**src/rtl/vga_text_renderer.sv**
```systemverilog
// rtl/vga_text_renderer.sv - 800x600 VGA text renderer with a 4-stage text/font fetch pipeline
// Optional cursor inversion: define VGA_TEXT_CURSOR_EN.
module vga_text_renderer #(
  parameter int FNT_W       = 4,
  parameter int FNT_H       = 6,
  parameter int FNT_C       = 16,
  parameter int CHR_BITS    = 4,
  parameter int FONT_ADDR_W = 7,
  parameter int PIX_W       = 10,
  parameter int PIX_H       = 5,
  parameter int COLS        = 16,
  parameter int ROWS        = 17,
  parameter int TXT_ADDR_W  = 9,
  parameter int RES_H       = 800,
  parameter int BLK_HF      = 40,
  parameter int BLK_HT      = 128,
  parameter int BLK_HB      = 88,
  parameter int RES_V       = 600,
  parameter int BLK_VF      = 1,
  parameter int BLK_VT      = 4,
  parameter int BLK_VB      = 23,
  parameter bit SYNC_POL    = 1'b1
) (
  input  logic                      clk,
  input  logic                      rst_n,
  output logic [TXT_ADDR_W-1:0]     txt_addr,
  input  logic [CHR_BITS+5:0]       txt_data,
  output logic [FONT_ADDR_W-1:0]    font_addr,
  input  logic [FNT_W-1:0]          font_q,
  input  logic [$clog2(COLS)-1:0]   cursor_col,
  input  logic [$clog2(ROWS)-1:0]   cursor_row,
  output logic [2:0]                RGB,
  output logic                      HSYNC,
  output logic                      VSYNC,
  output logic                      frame_start
);
  localparam int H_TOTAL = RES_H + BLK_HF + BLK_HT + BLK_HB;
  localparam int V_TOTAL = RES_V + BLK_VF + BLK_VT + BLK_VB;
  localparam int HW  = $clog2(H_TOTAL);
  localparam int VW  = $clog2(V_TOTAL);
  localparam int SHW = $clog2(PIX_W + 1);
  localparam int SVW = $clog2(PIX_H + 1);
  localparam int CW  = $clog2(FNT_W + 1);
  localparam int LW  = $clog2(FNT_H + 1);

  if (COLS * ROWS > 2 ** TXT_ADDR_W) begin : g_chk_txt
    $error("COLS*ROWS exceeds text RAM address space");
  end
  if (FNT_H * FNT_C + 2 ** CHR_BITS > 2 ** FONT_ADDR_W) begin : g_chk_font
    $error("font ROM address space too small");
  end

  typedef struct packed {
    logic          cur;
    logic          fs;
    logic          vs;
    logic          hs;
    logic          grid;
    logic          vis;
    logic [LW-1:0] line;
    logic [CW-1:0] col;
  } attr_t;

  logic [HW-1:0]  r_cnt_h, r_cell_col;
  logic [VW-1:0]  r_cnt_v, r_cell_row;
  logic [SHW-1:0] r_sub_h;
  logic [SVW-1:0] r_sub_v;
  logic [CW-1:0]  r_col;
  logic [LW-1:0]  r_line;
  logic [3:1]     r_vld;
  attr_t          r_a1, r_a2, r_a3;
  logic [2:0]     r_fg2, r_bg2, r_fg3, r_bg3;
  logic [FNT_W-1:0] r_glyph3;
  attr_t          w_a0;
  logic           w_cur;
  logic [FNT_W-1:0] w_glyph_sh;

  // Cell coordinates are stepped alongside the raster counters instead of divided out.
  always_ff @(posedge clk or negedge rst_n) begin
    if (!rst_n) begin
      r_cnt_h <= '0; r_sub_h <= '0; r_col <= '0; r_cell_col <= '0;
      r_cnt_v <= '0; r_sub_v <= '0; r_line <= '0; r_cell_row <= '0;
    end else if (r_cnt_h == HW'(H_TOTAL - 1)) begin
      r_cnt_h <= '0; r_sub_h <= '0; r_col <= '0; r_cell_col <= '0;
      if (r_cnt_v == VW'(V_TOTAL - 1)) begin
        r_cnt_v <= '0; r_sub_v <= '0; r_line <= '0; r_cell_row <= '0;
      end else begin
        r_cnt_v <= r_cnt_v + 1'b1;
        if (r_sub_v == SVW'(PIX_H - 1)) begin
          r_sub_v <= '0;
          if (r_line == LW'(FNT_H)) begin
            r_line     <= '0;
            r_cell_row <= r_cell_row + 1'b1;
          end else begin
            r_line <= r_line + 1'b1;
          end
        end else begin
          r_sub_v <= r_sub_v + 1'b1;
        end
      end
    end else begin
      r_cnt_h <= r_cnt_h + 1'b1;
      if (r_sub_h == SHW'(PIX_W - 1)) begin
        r_sub_h <= '0;
        if (r_col == CW'(FNT_W)) begin
          r_col      <= '0;
          r_cell_col <= r_cell_col + 1'b1;
        end else begin
          r_col <= r_col + 1'b1;
        end
      end else begin
        r_sub_h <= r_sub_h + 1'b1;
      end
    end
  end

`ifdef VGA_TEXT_CURSOR_EN
  logic [5:0] r_frame_cnt;
  always_ff @(posedge clk or negedge rst_n) begin
    if (!rst_n) begin
      r_frame_cnt <= '0;
    end else if (r_cnt_h == HW'(H_TOTAL - 1) && r_cnt_v == VW'(V_TOTAL - 1)) begin
      r_frame_cnt <= r_frame_cnt + 1'b1;
    end
  end
  assign w_cur = r_frame_cnt[5] && (r_cell_row == VW'(cursor_row)) &&
                 (r_cell_col == HW'(cursor_col)) &&
                 (r_col != CW'(FNT_W)) && (r_line != LW'(FNT_H));
`else
  logic w_unused_cursor;
  assign w_unused_cursor = ^{cursor_col, cursor_row};
  assign w_cur = 1'b0;
`endif

  always_comb begin
    w_a0      = '0;
    w_a0.cur  = w_cur;
    w_a0.fs   = (r_cnt_h == '0) && (r_cnt_v == '0);
    w_a0.vs   = (r_cnt_v >= VW'(RES_V + BLK_VF)) && (r_cnt_v < VW'(RES_V + BLK_VF + BLK_VT));
    w_a0.hs   = (r_cnt_h >= HW'(RES_H + BLK_HF)) && (r_cnt_h < HW'(RES_H + BLK_HF + BLK_HT));
    w_a0.grid = (r_cell_col < HW'(COLS)) && (r_cell_row < VW'(ROWS));
    w_a0.vis  = (r_cnt_h < HW'(RES_H)) && (r_cnt_v < VW'(RES_V));
    w_a0.line = r_line;
    w_a0.col  = r_col;
  end

  assign w_glyph_sh = r_glyph3 << r_a3.col;

  always_ff @(posedge clk or negedge rst_n) begin
    if (!rst_n) begin
      r_vld       <= '0;
      r_a1        <= '0;
      r_a2        <= '0;
      r_a3        <= '0;
      r_fg2       <= '0;
      r_bg2       <= '0;
      r_fg3       <= '0;
      r_bg3       <= '0;
      r_glyph3    <= '0;
      txt_addr    <= '0;
      font_addr   <= '0;
      RGB         <= '0;
      HSYNC       <= ~SYNC_POL;
      VSYNC       <= ~SYNC_POL;
      frame_start <= 1'b0;
    end else begin
      r_vld    <= {r_vld[2:1], 1'b1};
      r_a1     <= w_a0;
      txt_addr <= TXT_ADDR_W'(r_cell_row) * TXT_ADDR_W'(COLS) + TXT_ADDR_W'(r_cell_col);

      r_a2      <= r_a1;
      r_fg2     <= txt_data[CHR_BITS+2:CHR_BITS];
      r_bg2     <= txt_data[CHR_BITS+5:CHR_BITS+3];
      font_addr <= FONT_ADDR_W'(r_a1.line) * FONT_ADDR_W'(FNT_C) +
                   FONT_ADDR_W'(txt_data[CHR_BITS-1:0]);

      r_a3     <= r_a2;
      r_fg3    <= r_a2.cur ? r_bg2 : r_fg2;
      r_bg3    <= r_a2.cur ? r_fg2 : r_bg2;
      r_glyph3 <= font_q;

      // Pixel priority: blanking/outside grid, then gap column/line, then glyph bit.
      if (!r_vld[3] || !r_a3.vis || !r_a3.grid) begin
        RGB <= 3'b000;
      end else if (r_a3.col == CW'(FNT_W) || r_a3.line == LW'(FNT_H)) begin
        RGB <= r_bg3;
      end else begin
        RGB <= w_glyph_sh[FNT_W-1] ? r_fg3 : r_bg3;
      end
      HSYNC       <= (r_vld[3] && r_a3.hs) ? SYNC_POL : ~SYNC_POL;
      VSYNC       <= (r_vld[3] && r_a3.vs) ? SYNC_POL : ~SYNC_POL;
      frame_start <= r_vld[3] && r_a3.fs;
    end
  end
endmodule

```
**config.mk**
```make
export PLATFORM = sky130hd
export DESIGN_NAME = vga_text_renderer
export DESIGN_NICKNAME = d
export VERILOG_FILES = /design/src/rtl/vga_text_renderer.sv
export SDC_FILE = /design/constraint.sdc
export NUM_CORES = 1
export LEC_CHECK = 0
export CELL_PAD_IN_SITES_DETAIL_PLACEMENT = 0
export CELL_PAD_IN_SITES_GLOBAL_PLACEMENT = 1
export CORE_UTILIZATION = 50
export CTS_CLUSTER_DIAMETER = 100
export DETAILED_ROUTE_END_ITERATION = 16
export GPL_TIMING_DRIVEN = 0
export HOLD_SLACK_MARGIN = 0.03
export MAX_ROUTING_LAYER = met4
export PLACE_DENSITY_LB_ADDON = 0.25
export SYNTH_ARGS = -nofsm -noshare
export SYNTH_HDL_FRONTEND = slang
export SYNTH_SLANG_ARGS = --single-unit
```
**constraint.sdc**
```tcl
create_clock -name clk -period 3.31 [get_ports clk]
set_input_delay 0.4965 -clock clk [delete_from_list [all_inputs] [get_ports clk]]
set_output_delay 0.4965 -clock clk [all_outputs]
set_load 0.02 [all_outputs]
```
Word-level counts from Yosys, hierarchy flattened

Cells that the tools add are included.

Input bits: 25
Memories: 0
Output and inout bits: 22
Bits in read-only memories: 0
Latch bits: 0
RAM bits: 0
Word-level logic and storage cells: 114
Flip-flop bits (word level): 129

Div/mod/pow operators: 0
Order comparisons: 8
Multipliers: 0
Shifts and indexed selects: 1
Mux-type cells: 23
Add/sub/neg operators: 10
Bitwise operators: 0
Equal/unequal tests: 8
Reduce and logical (&&, ||, !) cells: 23

Operator list:

| kind                                                                           | number |
|---|---|
| 11-bit two-way mux                                                             | 4 |
| 10-bit two-way mux                                                             | 4 |
| 3-bit two-way mux                                                              | 11 |
| 11-bit by 1-bit adder with 11-bit output, second input constant                | 2 |
| 11-bit by 10-bit less-than comparator with 1-bit output, second input constant | 2 |
| 10-bit by 1-bit adder with 10-bit output, second input constant                | 2 |
| 10-bit less-than comparator, second input constant                             | 2 |
| 3-bit equality test, second input constant                                     | 5 |
| 11-bit equality test, second input constant                                    | 1 |
| 11-bit by 10-bit >= comparator with 1-bit output, second input constant        | 1 |
| 11-bit zero test                                                               | 1 |
| 11-bit by 5-bit less-than comparator with 1-bit output, second input constant  | 1 |
| 10-bit equality test, second input constant                                    | 1 |
| 10-bit >= comparator, second input constant                                    | 1 |
| 10-bit zero test                                                               | 1 |
| 10-bit by 5-bit less-than comparator with 1-bit output, second input constant  | 1 |
| 3-bit by 1-bit adder with 3-bit output, second input constant                  | 3 |
| 9-bit adder                                                                    | 1 |
| 1-bit logical AND                                                              | 8 |
| 4-bit two-way mux                                                              | 2 |
| 2-bit nonzero test                                                             | 4 |
| 7-bit by 4-bit adder with 7-bit output                                         | 1 |
| 4-bit by 1-bit adder with 4-bit output, second input constant                  | 1 |
| 4-bit equality test, second input constant                                     | 1 |
| 6 further kinds                                                                | 12 |

Logic depth before layout (Yosys ltp)

Gate-level depths: netlist of run 1.

Depth after elaboration: 4
Depth in mapped cells: 7
Depth with buffers taken out: 7

Worst setup path after synthesis of run 1

No wires, ideal clock.

Path kind: flip-flop to flip-flop
Start point: reg r_sub_v[0]
End point: reg r_cell_row[7]
Stages on the path, launching flop included: 7
Setup slack: 1.621 ns
Period minus slack after synthesis: 1.689 ns
Data arrival time: 1.552 ns
Path buffers: 0
Library setup time: 0.137 ns
Required time: 3.173 ns
Cells stage by stage: dfrtp_1 > inv_1 > ha_1 > nand3_1 > or4_1 > nand3_1 > o311ai_2

Word-level cells in the longest chain between the ends: 3

Ends and longest elaborated chain:

| element                              | RTL line | text |
|---|---|---|
| from (decl)                          | 67       | `logic [SVW-1:0] r_sub_v;` |
| from (signal assigned)               | 98       | `r_sub_v <= r_sub_v + 1'b1;` |
| 3-bit equality test                  | 89       | `if (r_sub_v == SVW'(PIX_H - 1)) begin` |
| 2-bit nonzero test (no source line)  | --       |  |
| 3-bit AND reduction (no source line) | --       |  |
| to (signal assigned)                 | 93       | `r_cell_row <= r_cell_row + 1'b1;` |
| to (decl)                            | 65       | `logic [VW-1:0] r_cnt_v, r_cell_row;` |

Every way passes these cells.
A chain may end at the register's enable or synchronous reset.

Worst setup path in the final report of run 1

Start point: reg r_cnt_h[0]
End point: reg r_sub_h[3]

Word-level cells in the longest chain between the ends: 2

Ends and longest elaborated chain:

| element                | RTL line | text |
|---|---|---|
| from (decl)            | 64       | `logic [HW-1:0] r_cnt_h, r_cell_col;` |
| from (signal assigned) | 102      | `r_cnt_h <= r_cnt_h + 1'b1;` |
| 11-bit equality test   | 83       | `end else if (r_cnt_h == HW'(H_TOTAL - 1)) begin` |
| 4-bit two-way mux      | 83       |  |
| to (signal assigned)   | 112      | `r_sub_h <= r_sub_h + 1'b1;` |
| to (decl)              | 66       | `logic [SHW-1:0] r_sub_h;` |

Every way passes these cells.

==> flow_summary_export.csv, run 1 <==
group,metric,value,unit
critical_path,cp_data_arrival_time,2.58,ns
critical_path,critPathBufInv,2,
timing,hold_violations,0,
critical_path,crit_start,"r_cnt_h[0]",
logic_synthesis,synth_flop_cell,"dfrtp_1",
route,firstDrtPassIters,7,
route,wl_per_cell,16.0,µm
finish,final_cell_count_no_fill,633,
clock_tree,cts.repair.resized,0,
clock_tree,cts-root-buf,"clkbuf_8",
critical_path,critPathMaxFanout,10,
finish,drive_gt1_share,11.4,%
place,dp_cells,601,
route,drt_iter0_drc,151,
logic_synthesis,synthTopCellsByArea,"dfrtp_1 (61%), ha_1 (4.4%), xnor2_1 (2.9%)",
job,max-cap-violations,0,
logic_synthesis,async_flop_share,100,%
global_route,antenna_found_initial,0,
finish,final_cell_mix,"dfrtp_1 (126), clkdlybuf4s50_1 (36), nor2_1 (27)",
timing,tns,0,ns
global_route,grt_max_degree,85,
finish,diodes,0,
timing,min_period,2.12,ns
route,routed_wl,10100,µm
clock_tree,cts.clk_slew.worst_paths,0.06,ns
critical_path,reg2reg_setup_slack,1.19,ns
place,io_buffers,37,
critical_path,cp_top_family,"simple AND/OR/NAND/NOR gates",
route,ant_nets,0,
finish,area_growth,21.9,%
route,remaining_drc_errors,0,
clock_tree,cts.sinks,126,
logic_synthesis,synth_edf_count,0,
timing,rsz0062_at_grt,"false",
floorplan,ios,47,
global_route,grt_use_total,22.2,%
timing,period_share,64.1,%
clock_tree,clockBufferDepth,2,
critical_path,crit_type,"reg -> reg",
finish,finalNetCount,532,
timing,finalSetupViolCount,0,
floorplan,start_util,52.1,%
pwr,swShare,20.8,%
logic_synthesis,synth_top_area_share,61.3,%
pwr,ir_drop,0.422,mV
logic_synthesis,synth.distinct_cells,53,
global_route,grt_pass1_vias,3288,
pwr,powerDensity,530,nW/µm²
finish,final_util,63.5,%
logic_synthesis,ys_warn_count,0,
logic_synthesis,ys_ff_latch,126,
pwr,p_int,2.63,mW
floorplan,core_area,9860,µm²
floorplan,die-area,10700,µm²
route,viasPerCell,5.45,
pwr,p_sw,0.690,mW
worst_hold_path,hold_path_class,"reg -> reg",
critical_path,path_cells,"ha_1 -> and4_1 -> nand4b_1 -> buf_2 -> buf_2 -> nand2_1 -> nor2_1",
logic_synthesis,avgSynthCellArea,12.0,µm²
critical_path,r2r_end,"r_sub_h[3]",
finish,final_common_cell,"dfrtp_1",
clock_tree,clk-insertion-delay-late,0.52,ns
timing,timing.fmax,471,MHz
logic_synthesis,synth.cell_area,5140,µm²
global_route,overflow,0,
floorplan,die-height,103,µm
place,place_congestion,0.792,
logic_synthesis,syn_inst,430,
place,hpwlAfterDp,6760,µm
pwr,power_leakage,2.83,nW
critical_path,critPathRequiredTime,3.76,ns
critical_path,r2r-start,"r_cnt_h[0]",
clock_tree,cts_made_buffers,17,
critical_path,critPathMaxStageDelay,0.40,ns
critical_path,start_kind,"register",
timing,fin_skew,0.00561,ns
floorplan,fp-row-count,36,
critical_path,crit_path_end_kind,"register",
logic_synthesis,synth_top_area_cell,"dfrtp_1",
route,vias,3451,
clock_tree,cts_tree,"built",
pwr,comb_power_share,2.1,%
critical_path,path_common_cell,"buf_2",
critical_path,rr_worst_depth,7,
clock_tree,postCtsSetupBuffers,0,
critical_path,crit_cells,7,
worst_hold_path,min_from,"r_a1[10]",
floorplan,fp.dieW,103,µm
pwr,seqPwrFrac,47.0,%
status,status,"finished clean",
critical_path,slowest_stage,"dfrtp_1",
logic_synthesis,synth_nets,474,
pwr,clockPowerShare,50.9,%
critical_path,crit_path_end,"r_sub_h[3]",
clock_tree,h-tree-depth,4,
timing,slew_violations,0,
global_route,grt_pass1_wl,16700,µm
logic_synthesis,yosysSeqAreaShare,61.3,%
==> stage by stage <==
step	power, mW	hold slack (ns)	worst slack (ns)	instance area, µm²
after global routing	3.45	0.355	1.01	6270
after floorplan	1.60	0.201	1.62	5140
final	3.32	0.345	1.19	6270
after global placement	1.66	0.331	-3.08	5680
after detailed placement	1.66	0.335	1.21	5710
after CTS	3.37	0.346	1.18	6270
==> metal layers <==
metal	up-vias	track usage (%)	share of wire, %
met5	-	-	0
met2	77	31.7	45
met4	0	8.13	1.1
met3	11	7.26	5.6
met1	1719	29.6	48
li1	1644	-	-
==> layout make-up <==
class                           instances  area (µm²)
Buffer                                 15        85.1
Clock buffer                           21         459
Clock inverter                         10        90.1
Fill cell                             761        3600
Inverter                               25        93.8
Multi-Input combinational cell        264        1810
Sequential cell                       126        3150
Tap cell                              133         166
Timing Repair Buffer                   39         409
==> how the worst min path moves through the flow <==
stage                          end  slack, ns  cells after the start
after CTS                 r_a2[10]       0.35                      0
after global placement    r_a2[10]       0.33                      0
after global routing       r_a2[3]       0.36                      0
after floorplan              HSYNC       0.20                      0
after detailed placement   r_a2[2]       0.33                      0
final                     r_a2[10]       0.35                      0
==> power groups by stage <==
stage | sequential, mW | combinational (mW) | clock (mW)
floorplan | 1.59 | 0.00338 | 0
global placement | 1.59 | 0.0659 | 0
detailed placement | 1.59 | 0.0711 | 0
CTS | 1.56 | 0.0725 | 1.74
global route | 1.56 | 0.0798 | 1.80
finish | 1.56 | 0.0696 | 1.69
==> cell usage after synthesis, types with 6 or more instances <==
cell and number:
a21oi_1 17, and2_1 6, and3_1 6, buf_2 8
dfrtp_1 126, ha_1 18, inv_1 25, nand2_1 20
nand3_1 20, nand4_1 16, nor2_1 27, nor3_1 9
nor4_1 10, o21ai_0 15, xnor2_1 17, xor2_1 9
==> logic make-up (layout without fill, tap and decap cells) <==
group | after synthesis | after routing | share of synthesized area (%)
AO/OA/AOI/OAI | 63 | 63 | 8.15
adder cells (fa/ha/maj) | 19 | 19 | 4.77
multiplexers | 6 | 6 | 1.41
flip-flops | 126 | 126 | 61.3
XOR/XNOR | 26 | 26 | 4.43
buffers and inverters | 40 | 110 | 3.48
AND/OR/NAND/NOR | 149 | 149 | 16.4
other | 1 | 1 | 0.0729
==> flip-flops by register name, summed over array words and instances, names as in the netlist, 4 cells and up <==
register and cells:
r_a1 11, r_a3 11, r_cell_col 11, r_cnt_h 11
r_a2 10, r_cell_row 10, r_cnt_v 10, txt_addr 9
font_addr 5, r_glyph3 4, r_sub_h 4
==> repair_timing <==
item | 4_1_cts | 5_1_grt
endpoints found under the hold margin | 42 | 0
setup endpoints to repair | 0 | 0
hold buffers | 1 | 0
Power figures use the tool's default switching activity.
==> run 2, diff against run 1 <==
- CORE_UTILIZATION: 50 -> 46
- clock period: 3.31 -> 2.2 ns (I/O delays scaled with it)
==> run 2 against run 1 <==
Effect of this change: global-route usage decreased by 1.7 points; routed wire length increased by 2.0%; fmax increased by 4.1%; critical path depth decreased by 1; hold slack got worse by 0.093 ns; largest power group unchanged.
==> flow_summary_export.csv, run 2 (same netlist as run 1, synthesis figures left out) <==
group,metric,value,unit
status,status,"finished clean",
timing,relSlewSlack,66.9,%
pwr,power_leakage,2.88,nW
global_route,overflow,0,
floorplan,die-area,11600,µm²
clock_tree,cts-root-buf,"clkbuf_8",
pwr,powerDensity,867,nW/µm²
timing,period_share,92.6,%
timing,slew_violations,0,
finish,drive_gt1_share,11.8,%
clock_tree,cts.clk_slew.worst_paths,0.06,ns
place,place_congestion,0.845,
timing,hold_violations,0,
floorplan,fp.dieW,108,µm
timing,tns,0,ns
timing,fin_skew,0.00659,ns
finish,final_cell_count_no_fill,641,
global_route,grt_pass1_wl,17300,µm
pwr,ir_drop,0.870,mV
route,vias,3463,
finish,final_cell_mix,"dfrtp_1 (126), clkdlybuf4s50_1 (36), nor2_1 (27)",
clock_tree,cts_tree,"built",
critical_path,path_cells,"ha_1 -> and4_1 -> nand4b_1 -> buf_4 -> or4_1 -> o21ai_0",
finish,final_common_cell,"dfrtp_1",
critical_path,crit_type,"reg -> reg",
route,viasPerCell,5.40,
clock_tree,clockBufferDepth,2,
route,ant_nets,0,
finish,final_util,58.7,%
global_route,grt_pass1_vias,3477,
finish,area_growth,24.4,%
critical_path,critPathMaxFanout,6,
timing,min_period,2.04,ns
clock_tree,cts_made_buffers,17,
critical_path,cp_top_family,"simple AND/OR/NAND/NOR gates",
timing,hold_ws,0.252,ns
critical_path,start_kind,"register",
global_route,grt_max_degree,85,
floorplan,core_area,10900,µm²
critical_path,slowest_stage,"or4_1",
place,io_buffers,37,
global_route,grt_use_total,20.5,%
route,remaining_drc_errors,0,
clock_tree,cts.sinks,126,
timing,finalSetupViolCount,0,
route,routed_wl,10300,µm
floorplan,ios,47,
floorplan,die-height,108,µm
place,hpwlAfterDp,6800,µm
route,drt_iter0_drc,182,
floorplan,start_util,47.2,%
finish,diodes,0,
global_route,antenna_found_initial,0,
place,place_ws,0.0363,ns
critical_path,cp_data_arrival_time,2.47,ns
worst_hold_path,hold_path_class,"in -> reg",
timing,rsz0062_at_grt,"false",
route,wl_per_cell,16.1,µm
finish,finalNetCount,533,
timing,setup_slack,0.163,ns
job,max-cap-violations,0,
clock_tree,h-tree-depth,4,
timing,worst_pin_slew,0.493,ns
floorplan,fp-row-count,38,
critical_path,critPathMaxStageDelay,0.49,ns
route,firstDrtPassIters,5,
critical_path,critPathBufInv,1,
clock_tree,clk-insertion-delay-late,0.52,ns
critical_path,critPathRequiredTime,2.64,ns
timing,timing.fmax,491,MHz
critical_path,crit_path_end_kind,"register",
place,dp_cells,608,
## run 2: per-layer routing
metal / vias to the layer above / share of wire [%] / track usage [%]
li1: 1637 / - / -
met1: 1724 / 49 / 27.3
met2: 91 / 46 / 30.0
met3: 11 / 4.0 / 4.96
met4: 0 / 1.4 / 8.90
met5: - / 0 / -
## run 2: metrics by stage
stage | instance area (µm²) | power [mW]
after global placement | 5690 | 2.49
after global routing | 6390 | 5.72
after detailed placement | 5720 | 2.50
after floorplan | 5140 | 2.40
after CTS | 6380 | 5.60
final | 6390 | 5.54
## run 2: repair_timing
item	in CTS	in global routing
hold endpoints to repair	42	0
endpoints found under the setup margin	0	11
hold buffers	1	0
gates resized for setup	0	2
setup buffers	0	1
## run 2: layout make-up
cell class | count | area [µm²]
Buffer | 15 | 90.1
Clock buffer | 17 | 414
Clock inverter | 14 | 241
Fill cell | 908 | 4490
Inverter | 25 | 93.8
Multi-Input combinational cell | 264 | 1810
Sequential cell | 126 | 3150
Tap cell | 140 | 175
Timing Repair Buffer | 40 | 417
## run 2: worst paths after layout
kind	start	endpoint	slack, ns	cells past startpoint
worst min-delay path	font_q[1]	r_glyph3[1]	0.25	1
worst min register to register	r_a2[2]	r_a3[2]	0.35	0
worst max-delay path	r_cnt_h[0]	r_cell_row[2]	0.16	6
min in group asynchronous	rst_n	r_glyph3[2]	0.31	2
worst max register to register	r_cnt_h[0]	r_cell_row[2]	0.16	6
max in group asynchronous	rst_n	r_cnt_v[0]	1.16	3
## run 2: where the power goes
part | internal [mW] | total [mW] | switching [mW]
sequential | 2.34 | 2.35 | 0.00724
combinational | 0.0436 | 0.104 | 0.0608
clock | 2.06 | 3.09 | 1.03
## run 2: worst register-to-register path, cell delays in order (launching register included)
cell and delay (ns):
dfrtp_1 0.38, ha_1 0.22, and4_1 0.32, nand4b_1 0.25
buf_4 0.22, or4_1 0.49, o21ai_0 0.08
==> run 3, diff against run 2 <==
- SLEW_MARGIN: not set -> 20
==> run 3 against run 2 <==
Effect of this change: routed wire length down 4.0%; critical endpoint unchanged; power fell by 5.0%; clock power down 9.1%.
==> flow_summary_export.csv, run 3 (same netlist as run 1, synthesis figures left out) <==
group,metric,value,unit
finish,seqCellArea,3150,µm²
timing,finalSetupViolCount,0,
critical_path,start_kind,"register",
timing,timing.fmax,492,MHz
clock_tree,clk-insertion-delay-late,0.52,ns
floorplan,start_util,47.2,%
global_route,grt_use_total,20.0,%
timing,min_period,2.03,ns
worst_hold_path,hold_depth,1,
clock_tree,clockBufferDepth,2,
pwr,design_power_total,5.27,mW
worst_hold_path,hold_path_class,"in -> reg",
floorplan,fp-row-count,38,
global_route,grt_pass1_wl,16900,µm
floorplan,ios,47,
route,viasPerCell,5.36,
clock_tree,cts_made_buffers,17,
critical_path,critPathRequiredTime,2.63,ns
clock_tree,cts-root-buf,"clkbuf_8",
timing,tns,0,ns
global_route,use_met3,5.45,%
pwr,powerDensity,831,nW/µm²
clock_tree,cts.clk_slew.worst_paths,0.06,ns
finish,diodes,0,
pwr,power_leakage,2.86,nW
critical_path,rr_worst_depth,6,
timing,slew_violations,0,
critical_path,reg2reg_setup_slack,0.17,ns
route,routed_wl,9930,µm
critical_path,crit_path_end_kind,"register",
route,drt_iter0_drc,186,
clock_tree,cts.sinks,126,
global_route,grt_busiest_layer,"met2",
finish,area_growth,23.2,%
clock_tree,cts_tree,"built",
timing,setup_slack,0.166,ns
finish,num-fill-cells,915,
finish,final_cell_mix,"dfrtp_1 (126), clkdlybuf4s50_1 (36), nor2_1 (27)",
critical_path,cp_data_arrival_time,2.47,ns
finish,finalNetCount,533,
timing,rsz0062_at_grt,"false",
place,place_ws,0.0564,ns
finish,final_util,58.2,%
route,ant_nets,0,
timing,period_share,92.5,%
finish,drive_gt1_share,11.4,%
critical_path,crit_start,"r_cnt_h[0]",
worst_hold_path,min_to,"r_glyph3[1]",
floorplan,core_area,10900,µm²
finish,final_common_cell,"dfrtp_1",
critical_path,crit_type,"reg -> reg",
global_route,antenna_found_initial,0,
global_route,grt_max_degree,84,
timing,fin_skew,0.00870,ns
global_route,met2_usage,28.3,%
pwr,ir_drop,0.591,mV
route,remaining_drc_errors,0,
clock_tree,h-tree-depth,4,
global_route,overflow,0,
place,postPlaceCellArea,5720,µm²
route,vias,3431,
place,io_buffers,37,
critical_path,r2r-start,"r_cnt_h[0]",
worst_hold_path,min_from,"font_q[1]",
finish,multi_input_area,1810,µm²
critical_path,r2r_end,"r_cell_row[2]",
finish,finalInstanceArea,6330,µm²
floorplan,die-height,108,µm
place,hpwlAfterDp,6790,µm
global_route,use_met1,27.0,%
floorplan,fp.dieW,108,µm
job,max-cap-violations,0,
critical_path,critPathMaxFanout,6,
timing,hold_violations,0,
place,place_congestion,0.845,
route,firstDrtPassIters,4,
floorplan,die-area,11600,µm²
status,status,"finished clean",
global_route,grt_pass1_vias,3415,
route,wl_per_cell,15.5,µm
run 3: area by class of cell:
type                    count  area share, %
well taps                 140           2.77
clock buffers              19           6.81
repair buffers             40           6.58
plain buffers              15           1.38
flip-flops and latches    126           49.8
multi-input cells         264           28.6
inverters                  25           1.48
clock inverters            11           2.65
run 3: power by group:
part / internal [mW] / switching (mW) / total (mW) / leakage [nW]
sequential: 2.34 / 0.00675 / 2.35 / 1.63
clock: 1.85 / 0.960 / 2.81 / 0.290
combinational: 0.0436 / 0.0607 / 0.104 / 0.945
run 3: what timing repair did:
action / 4_1_cts / 5_1_grt
gates resized for setup: 0 / 1
hold buffers: 1 / 0
endpoints found under the hold margin: 43 / 0
buffers inserted: 0 / 1
endpoints found under the setup margin: 0 / 11
run 3: critical path: stages, from the launching register on:
cell and delay, ns:
dfrtp_1 0.38, ha_1 0.22, and4_1 0.33, nand4b_1 0.23, buf_4 0.21, or4_1 0.49
o21ai_0 0.08
run 3: how the worst max path moves through the flow:
| stage | endpoint | slack [ns] | depth (start not counted) |
|---|---|---|---|
| floorplan | r_cell_row[7] | 0.51 | 6 |
| global placement | r_cnt_v[0] | -4.03 | 1 |
| detailed placement | r_sub_h[3] | 0.06 | 7 |
| CTS | r_sub_h[3] | 0.04 | 7 |
| global route | r_sub_h[2] | 0.009 | 7 |
| finish | r_cell_row[2] | 0.17 | 6 |
run 3: metrics by stage:
stage,std cells,hold WS (ns)
floorplan,430,0.0344
global placement,607,0.331
detailed placement,608,0.277
CTS,639,0.223
global route,640,0.224
finish,640,0.249
run 3: per-layer routing:
layer | vias up | part of all wire, %
met5 | - | 0
met4 | 0 | 0.75
met3 | 8 | 4.5
met2 | 75 | 45
met1 | 1708 | 50
li1 | 1640 | -
